File: src/rtl/udp_eth_tx_mux.sv
// Packet-granular round-robin arbiter merging N UDP TX channels (metadata beat + data stream)
// onto one downstream UDP TX port, with per-channel enable mask and sent-packet counters.
module udp_eth_tx_mux #(
    parameter int unsigned NUM_CH         = 4,
    parameter int unsigned DATA_WIDTH     = 256,
    parameter int unsigned KEEP_WIDTH     = DATA_WIDTH / 8,
    parameter int unsigned IP_ADDR_WIDTH  = 32,
    parameter int unsigned UDP_PORT_WIDTH = 16,
    parameter int unsigned UDP_LEN_WIDTH  = 16,
    parameter int unsigned CNT_WIDTH      = 16
) (
    input  logic                               clk,
    input  logic                               reset_n,
    input  logic [NUM_CH-1:0]                  ch_enable,
    input  logic [NUM_CH-1:0]                  s_udp_meta_valid,
    output logic [NUM_CH-1:0]                  s_udp_meta_ready,
    input  logic [NUM_CH*IP_ADDR_WIDTH-1:0]    s_udp_meta_ip_addr,
    input  logic [NUM_CH*UDP_PORT_WIDTH-1:0]   s_udp_meta_dst_port,
    input  logic [NUM_CH*UDP_PORT_WIDTH-1:0]   s_udp_meta_src_port,
    input  logic [NUM_CH*UDP_LEN_WIDTH-1:0]    s_udp_meta_data_len,
    input  logic [NUM_CH-1:0]                  s_data_stream_tvalid,
    output logic [NUM_CH-1:0]                  s_data_stream_tready,
    input  logic [NUM_CH*DATA_WIDTH-1:0]       s_data_stream_tdata,
    input  logic [NUM_CH*KEEP_WIDTH-1:0]       s_data_stream_tkeep,
    input  logic [NUM_CH-1:0]                  s_data_stream_tfirst,
    input  logic [NUM_CH-1:0]                  s_data_stream_tlast,
    output logic                               m_udp_meta_valid,
    input  logic                               m_udp_meta_ready,
    output logic [IP_ADDR_WIDTH-1:0]           m_udp_meta_ip_addr,
    output logic [UDP_PORT_WIDTH-1:0]          m_udp_meta_dst_port,
    output logic [UDP_PORT_WIDTH-1:0]          m_udp_meta_src_port,
    output logic [UDP_LEN_WIDTH-1:0]           m_udp_meta_data_len,
    output logic                               m_data_stream_tvalid,
    input  logic                               m_data_stream_tready,
    output logic [DATA_WIDTH-1:0]              m_data_stream_tdata,
    output logic [KEEP_WIDTH-1:0]              m_data_stream_tkeep,
    output logic                               m_data_stream_tfirst,
    output logic                               m_data_stream_tlast,
    output logic [$clog2(NUM_CH)-1:0]          grant_ch,
    output logic                               busy,
    output logic [NUM_CH*CNT_WIDTH-1:0]        pkt_cnt
);

    localparam int unsigned CH_W = $clog2(NUM_CH);

    typedef enum logic [1:0] {IDLE, META, DATA} state_t;

    state_t            state_q, state_d;
    logic [CH_W-1:0]   rr_ptr_q, rr_ptr_d, grant_d, arb_ch, idx;
    logic [NUM_CH-1:0] req;
    logic              found;
    logic              pkt_done;
    logic              rst_meta_n, rst_sync_n;

    // Asynchronous assertion, deassertion re-timed to clk
    always_ff @(posedge clk or negedge reset_n) begin
        if (!reset_n) begin
            rst_meta_n <= 1'b0;
            rst_sync_n <= 1'b0;
        end else begin
            rst_meta_n <= 1'b1;
            rst_sync_n <= rst_meta_n;
        end
    end

    // Round-robin search starting just after the last channel served
    always_comb begin
        req    = ch_enable & s_udp_meta_valid;
        found  = 1'b0;
        arb_ch = '0;
        idx    = '0;
        for (int unsigned i = 1; i <= NUM_CH; i++) begin
            idx = CH_W'((32'(rr_ptr_q) + i) % NUM_CH);
            if (!found && req[idx]) begin
                found  = 1'b1;
                arb_ch = idx;
            end
        end
    end

    always_comb begin
        state_d  = state_q;
        grant_d  = grant_ch;
        rr_ptr_d = rr_ptr_q;
        pkt_done = 1'b0;
        case (state_q)
            IDLE: begin
                if (found) begin
                    grant_d = arb_ch;
                    state_d = META;
                end
            end
            META: begin
                if (m_udp_meta_valid && m_udp_meta_ready) state_d = DATA;
            end
            DATA: begin
                if (m_data_stream_tvalid && m_data_stream_tready && m_data_stream_tlast) begin
                    pkt_done = 1'b1;
                    rr_ptr_d = grant_ch;
                    state_d  = IDLE;
                end
            end
            default: state_d = IDLE;
        endcase
    end

    always_ff @(posedge clk or negedge rst_sync_n) begin
        if (!rst_sync_n) begin
            state_q  <= IDLE;
            grant_ch <= '0;
            rr_ptr_q <= CH_W'(NUM_CH - 1);
            pkt_cnt  <= '0;
        end else begin
            state_q  <= state_d;
            grant_ch <= grant_d;
            rr_ptr_q <= rr_ptr_d;
            if (pkt_done) begin
                pkt_cnt[grant_ch*CNT_WIDTH +: CNT_WIDTH] <=
                    pkt_cnt[grant_ch*CNT_WIDTH +: CNT_WIDTH] + CNT_WIDTH'(1);
            end
        end
    end

    // Pass-through of the granted channel; everything else held at zero
    always_comb begin
        s_udp_meta_ready     = '0;
        s_data_stream_tready = '0;
        m_udp_meta_valid     = 1'b0;
        m_udp_meta_ip_addr   = '0;
        m_udp_meta_dst_port  = '0;
        m_udp_meta_src_port  = '0;
        m_udp_meta_data_len  = '0;
        m_data_stream_tvalid = 1'b0;
        m_data_stream_tdata  = '0;
        m_data_stream_tkeep  = '0;
        m_data_stream_tfirst = 1'b0;
        m_data_stream_tlast  = 1'b0;
        case (state_q)
            META: begin
                m_udp_meta_valid           = s_udp_meta_valid[grant_ch];
                s_udp_meta_ready[grant_ch] = m_udp_meta_ready;
                m_udp_meta_ip_addr  = s_udp_meta_ip_addr[grant_ch*IP_ADDR_WIDTH +: IP_ADDR_WIDTH];
                m_udp_meta_dst_port = s_udp_meta_dst_port[grant_ch*UDP_PORT_WIDTH +: UDP_PORT_WIDTH];
                m_udp_meta_src_port = s_udp_meta_src_port[grant_ch*UDP_PORT_WIDTH +: UDP_PORT_WIDTH];
                m_udp_meta_data_len = s_udp_meta_data_len[grant_ch*UDP_LEN_WIDTH +: UDP_LEN_WIDTH];
            end
            DATA: begin
                m_data_stream_tvalid           = s_data_stream_tvalid[grant_ch];
                s_data_stream_tready[grant_ch] = m_data_stream_tready;
                m_data_stream_tdata  = s_data_stream_tdata[grant_ch*DATA_WIDTH +: DATA_WIDTH];
                m_data_stream_tkeep  = s_data_stream_tkeep[grant_ch*KEEP_WIDTH +: KEEP_WIDTH];
                m_data_stream_tfirst = s_data_stream_tfirst[grant_ch];
                m_data_stream_tlast  = s_data_stream_tlast[grant_ch];
            end
            default: ;
        endcase
    end

    assign busy = (state_q != IDLE);

endmodule

File: config.mk
export PLATFORM = sky130hd
export DESIGN_NAME = udp_eth_tx_mux
export DESIGN_NICKNAME = d
export VERILOG_FILES = /design/src/rtl/udp_eth_tx_mux.sv
export SDC_FILE = /design/constraint.sdc
export NUM_CORES = 1
export LEC_CHECK = 0
export CORE_AREA = 2 2 762 764
export CTS_CLUSTER_SIZE = 16
export DETAILED_ROUTE_END_ITERATION = 8
export DIE_AREA = 0 0 764 766
export MAX_ROUTING_LAYER = met4
export PLACE_DENSITY_LB_ADDON = 0.08
export REMOVE_ABC_BUFFERS = 1
export SLEW_MARGIN = 0
export SYNTH_ARGS = -nofsm -noshare
export SYNTH_HDL_FRONTEND = slang
export SYNTH_SLANG_ARGS = --single-unit
export TNS_END_PERCENT = 5
File: constraint.sdc
create_clock -name clk -period 3.2 [get_ports clk]
set_clock_uncertainty 0.15 [all_clocks]
set_input_delay 0.48 -clock clk [delete_from_list [all_inputs] [get_ports clk]]
set_output_delay 0.48 -clock clk [all_outputs]
set_load 0.01 [all_outputs]
==> metrics.txt, run 1 <==
number of endpoints with negative hold slack in the final report=0; final-layout worst hold slack=75.2 ps; final net count=4741; Iter 0 DRT Violations=956; post-DP HPWL=346000 um; number of iterations in the first detailed-routing pass=7; number of fill cells=66800; CP Data Required Time=2570 ps; minimum period implied by the final worst setup slack=3350 ps; share of synthesized flip-flops with an asynchronous set or reset=1.00; Reg-to-Reg End=pkt_cnt[46]; crit share post-route=1.05; routability cong.=0.921; Synthesis Warnings=0; H-tree Lvls=3; arrival time reported for the critical path endpoint=2720 ps; antenna violations before repair=419; number of buffers created by CTS=9; area share of the leading cell type in the synthesized netlist=0.576; largest stage delay on the critical path=570 ps; register area=1810 um^2; DIE HEIGHT=766 um; largest voltage drop on the vdd net=0.292 mV; top post-synthesis cells by area=sky130_fd_sc_hd__mux4_2 (58%), sky130_fd_sc_hd__and2_1 (16%), sky130_fd_sc_hd__dfrtp_1 (12%); wire length after detailed routing=371000 um; number of rows in the core area=279; number of placed instances, taps included=10900; register clock-pin slew on the reported worst setup and hold paths=90 ps; Max-Slew Margin vs Limit=0.331; ordered list of cells on the worst path=buf_16 > buf_12 > buf_4 > mux4_2 > and2_1 > clkdlybuf4s50_1; TritonCTS sink count=72; largest fanout on the critical path=8; WL per Instance=33.0 um; ratio of cells with drive above 1 in the final layout=0.276; wire length of the first global-routing pass=430000 um; failing checks=negative setup slack; ANT nets after route=0; least setup slack across all paths after layout=-147 ps; static leakage=0.0152 uW; startpoint type of the worst setup path=register; accumulated negative setup slack=-3650 ps; I/O pin count=1943; number of enable-type register cells in the synthesized netlist=0; Layout Area Growth over Synthesis=216%; Final setup violation count=64; Skew-Pair Late Insertion Delay=410 ps; critical path endpoint category=primary output; max-capacitance violation count=0; sum of internal, switching and leakage power=23300 uW; cell type with the highest aggregate area in the netlist=sky130_fd_sc_hd__mux4_2; maximum number of pins on one net before global-route repair=59; Main synth FF type=sky130_fd_sc_hd__dfrtp_1; power density over the cells=493 nW/um^2; GRT Total Usage=0.125; Final Non-Filler Cells=11200; total via count after detailed routing=22700; worst reg2reg setup slack=80 ps; status=finished with violations; Worst-Margin Slew=1000 ps; part of the Yosys area used for sequential elements=0.121; width of the die=764 um; quantity of hold-fixing buffers added after cts=0; area of the mapped netlist=14900 um^2; cell family with the largest share of critical-path delay=buffers and inverters; number of flip-flops and latches in the synthesized netlist=72; start of the worst register-to-register path=grant_ch[0]; type of the worst min-delay path=in2async; area of combinational cells with multiple inputs=12700 um^2; via count of the first global-routing pass=24200; worst path buffer plus inverter count=4; count of pins over their slew limit=0; number of distinct library cell variants in the gate-level netlist after synthesis=51; count of input and output buffers=1942; core box area=576000 um^2; die footprint=585000 um^2; Crit Path Class=reg2out; GRT overflow=0; number of vias per cell after detailed routing=2.02; Post-Route Utilization=0.0820; count of unresolved DRC violations after routing=0; syn_area_per_cell=12.3 um^2; cell count after synthesis=1217; unrepaired setup endpoints after global routing=true; effective utilization at floorplan=0.0259; buffer levels on the longest clock path=2; TritonCTS clock tree=yes; root buf cell=sky130_fd_sc_hd__clkbuf_16; number of cell instances on the worst register-to-register path=8; highest attainable clock frequency=299 MHz; slowest cell on the critical path=sky130_fd_sc_hd__dfrtp_4
[cell usage in the layout (no fill, tap or decap), types with 3 or more instances in the layout]
| master | n |
|---|---|
| sky130_fd_sc_hd__a31oi_1 | 3 |
| sky130_fd_sc_hd__and2_1 | 300 |
| sky130_fd_sc_hd__and2_2 | 4 |
| sky130_fd_sc_hd__and2_4 | 73 |
| sky130_fd_sc_hd__and3_1 | 9 |
| sky130_fd_sc_hd__buf_12 | 72 |
| sky130_fd_sc_hd__buf_16 | 26 |
| sky130_fd_sc_hd__buf_2 | 30 |
| sky130_fd_sc_hd__buf_4 | 165 |
| sky130_fd_sc_hd__buf_6 | 56 |
| sky130_fd_sc_hd__buf_8 | 4 |
| sky130_fd_sc_hd__clkbuf_16 | 9 |
| sky130_fd_sc_hd__clkbuf_2 | 21 |
| sky130_fd_sc_hd__clkdlybuf4s15_1 | 26 |
| sky130_fd_sc_hd__clkdlybuf4s15_2 | 17 |
| sky130_fd_sc_hd__clkdlybuf4s50_1 | 1604 |
| sky130_fd_sc_hd__clkinvlp_4 | 3 |
| sky130_fd_sc_hd__dfrtp_1 | 66 |
| sky130_fd_sc_hd__diode_2 | 278 |
| sky130_fd_sc_hd__dlygate4sd2_1 | 106 |
| sky130_fd_sc_hd__dlymetal6s2s_1 | 19 |
| sky130_fd_sc_hd__ha_4 | 3 |
| sky130_fd_sc_hd__mux2i_1 | 3 |
| sky130_fd_sc_hd__mux4_2 | 387 |
| sky130_fd_sc_hd__nand2_1 | 86 |
| sky130_fd_sc_hd__nand3_1 | 10 |
| sky130_fd_sc_hd__nand4_1 | 7 |
| sky130_fd_sc_hd__nor2_1 | 4 |
| sky130_fd_sc_hd__o211ai_1 | 4 |
| sky130_fd_sc_hd__o21ai_0 | 56 |
| sky130_fd_sc_hd__o21ai_1 | 8 |
| sky130_fd_sc_hd__or4_1 | 4 |
| sky130_fd_sc_hd__xnor2_1 | 4 |
| sky130_fd_sc_hd__xor2_1 | 7 |
[per-layer routing]
layer | up-vias | share of wire | track usage | wire length [um]
li1 | 9323 | - | - | -
met4 | 0 | 0.014 | 0.00918 | 5070
met1 | 11300 | 0.44 | 0.154 | 161000
met5 | - | 0 | - | 0
met2 | 1707 | 0.45 | 0.198 | 167000
met3 | 385 | 0.10 | 0.0523 | 38000
[metrics by stage]
stage / area, um^2 / setup slack [ps]
4_1_cts: 46500 / -302
5_1_grt: 47200 / -202
3_3_place_gp: 45300 / -466
6_report: 47200 / -147
3_5_place_dp: 45300 / -431
2_1_floorplan: 14300 / -15660
[flip-flops by register name (all words and copies together) (netlist names)]
name,flops
pkt_cnt,64
rr_ptr_q,2
state_q,2
rst_meta_n,1
rst_sync_n,1
grant_ch,2
[final cells by class]
type	count	share of cell area
Inverter	3	0.000291
Antenna cell	278	0.0147
Multi-Input combinational cell	1006	0.269
Clock buffer	9	0.00477
Clock inverter	7	0.00119
Sequential cell	72	0.0384
Timing Repair Buffer	2147	0.467
Tap cell	7727	0.205
[power by group]
part / leakage (uW) / internal [uW] / switching [uW]
Sequential: 0.000982 / 966 / 94.1
Combinational: 0.0141 / 10700 / 10500
Clock: 0.000132 / 534 / 563
Total: 0.0152 / 12200 / 11100
[how the worst max path moves through the flow]
stage	from	end	slack (ps)	cells after the start
after detailed placement	s_data_stream_tdata[749]	m_data_stream_tdata[237]	-430	4
after CTS	grant_ch[0]	m_data_stream_tdata[61]	-300	5
final	grant_ch[1]	m_data_stream_tdata[168]	-150	6
after global routing	grant_ch[0]	m_udp_meta_src_port[2]	-200	7
after floorplan	grant_ch[0]	pkt_cnt[23]	-15660	5
after global placement	s_data_stream_tdata[749]	m_data_stream_tdata[237]	-470	4
[synth_stat cells (all sizes together), types with 5 or more instances]
library cell  number
mux4             388
nand3             11
o21ai             64
nand2             86
xor2               8
and2             377
dfrtp             70
clkbuf            64
nand4              9
and3               9
xnor2              5
ha                 6
buf               72
[logic make-up (layout without fill, tap and decap cells)]
group	after synthesis	count (layout)	share of synthesized area
mux	392	392	0.590
other cells	1	279	0.000251
fa+ha+maj	6	6	0.00503
buf+inv	139	2166	0.0431
compound gates	78	78	0.0289
flops	72	72	0.121
simple gates	516	516	0.205
xor+xnor	13	13	0.00763
[what timing repair did]
item	4_1_cts	5_1_grt
setup endpoints to repair	331	190
setup buffers	25	9
cloned	7	0
resized for setup	540	100
pin swaps	17	5
Power figures use the tool's default switching activity.
==> run 2: changes to the inputs <==
--- a/config.mk
+++ b/config.mk
@@ -12,7 +12,6 @@
 export MAX_ROUTING_LAYER = met4
 export PLACE_DENSITY_LB_ADDON = 0.08
 export REMOVE_ABC_BUFFERS = 1
-export SLEW_MARGIN = 0
 export SYNTH_ARGS = -nofsm -noshare
 export SYNTH_HDL_FRONTEND = slang
 export SYNTH_SLANG_ARGS = --single-unit
==> results of run 2 <==
The final DEF is identical to that of run 1; final timing and power are the same.
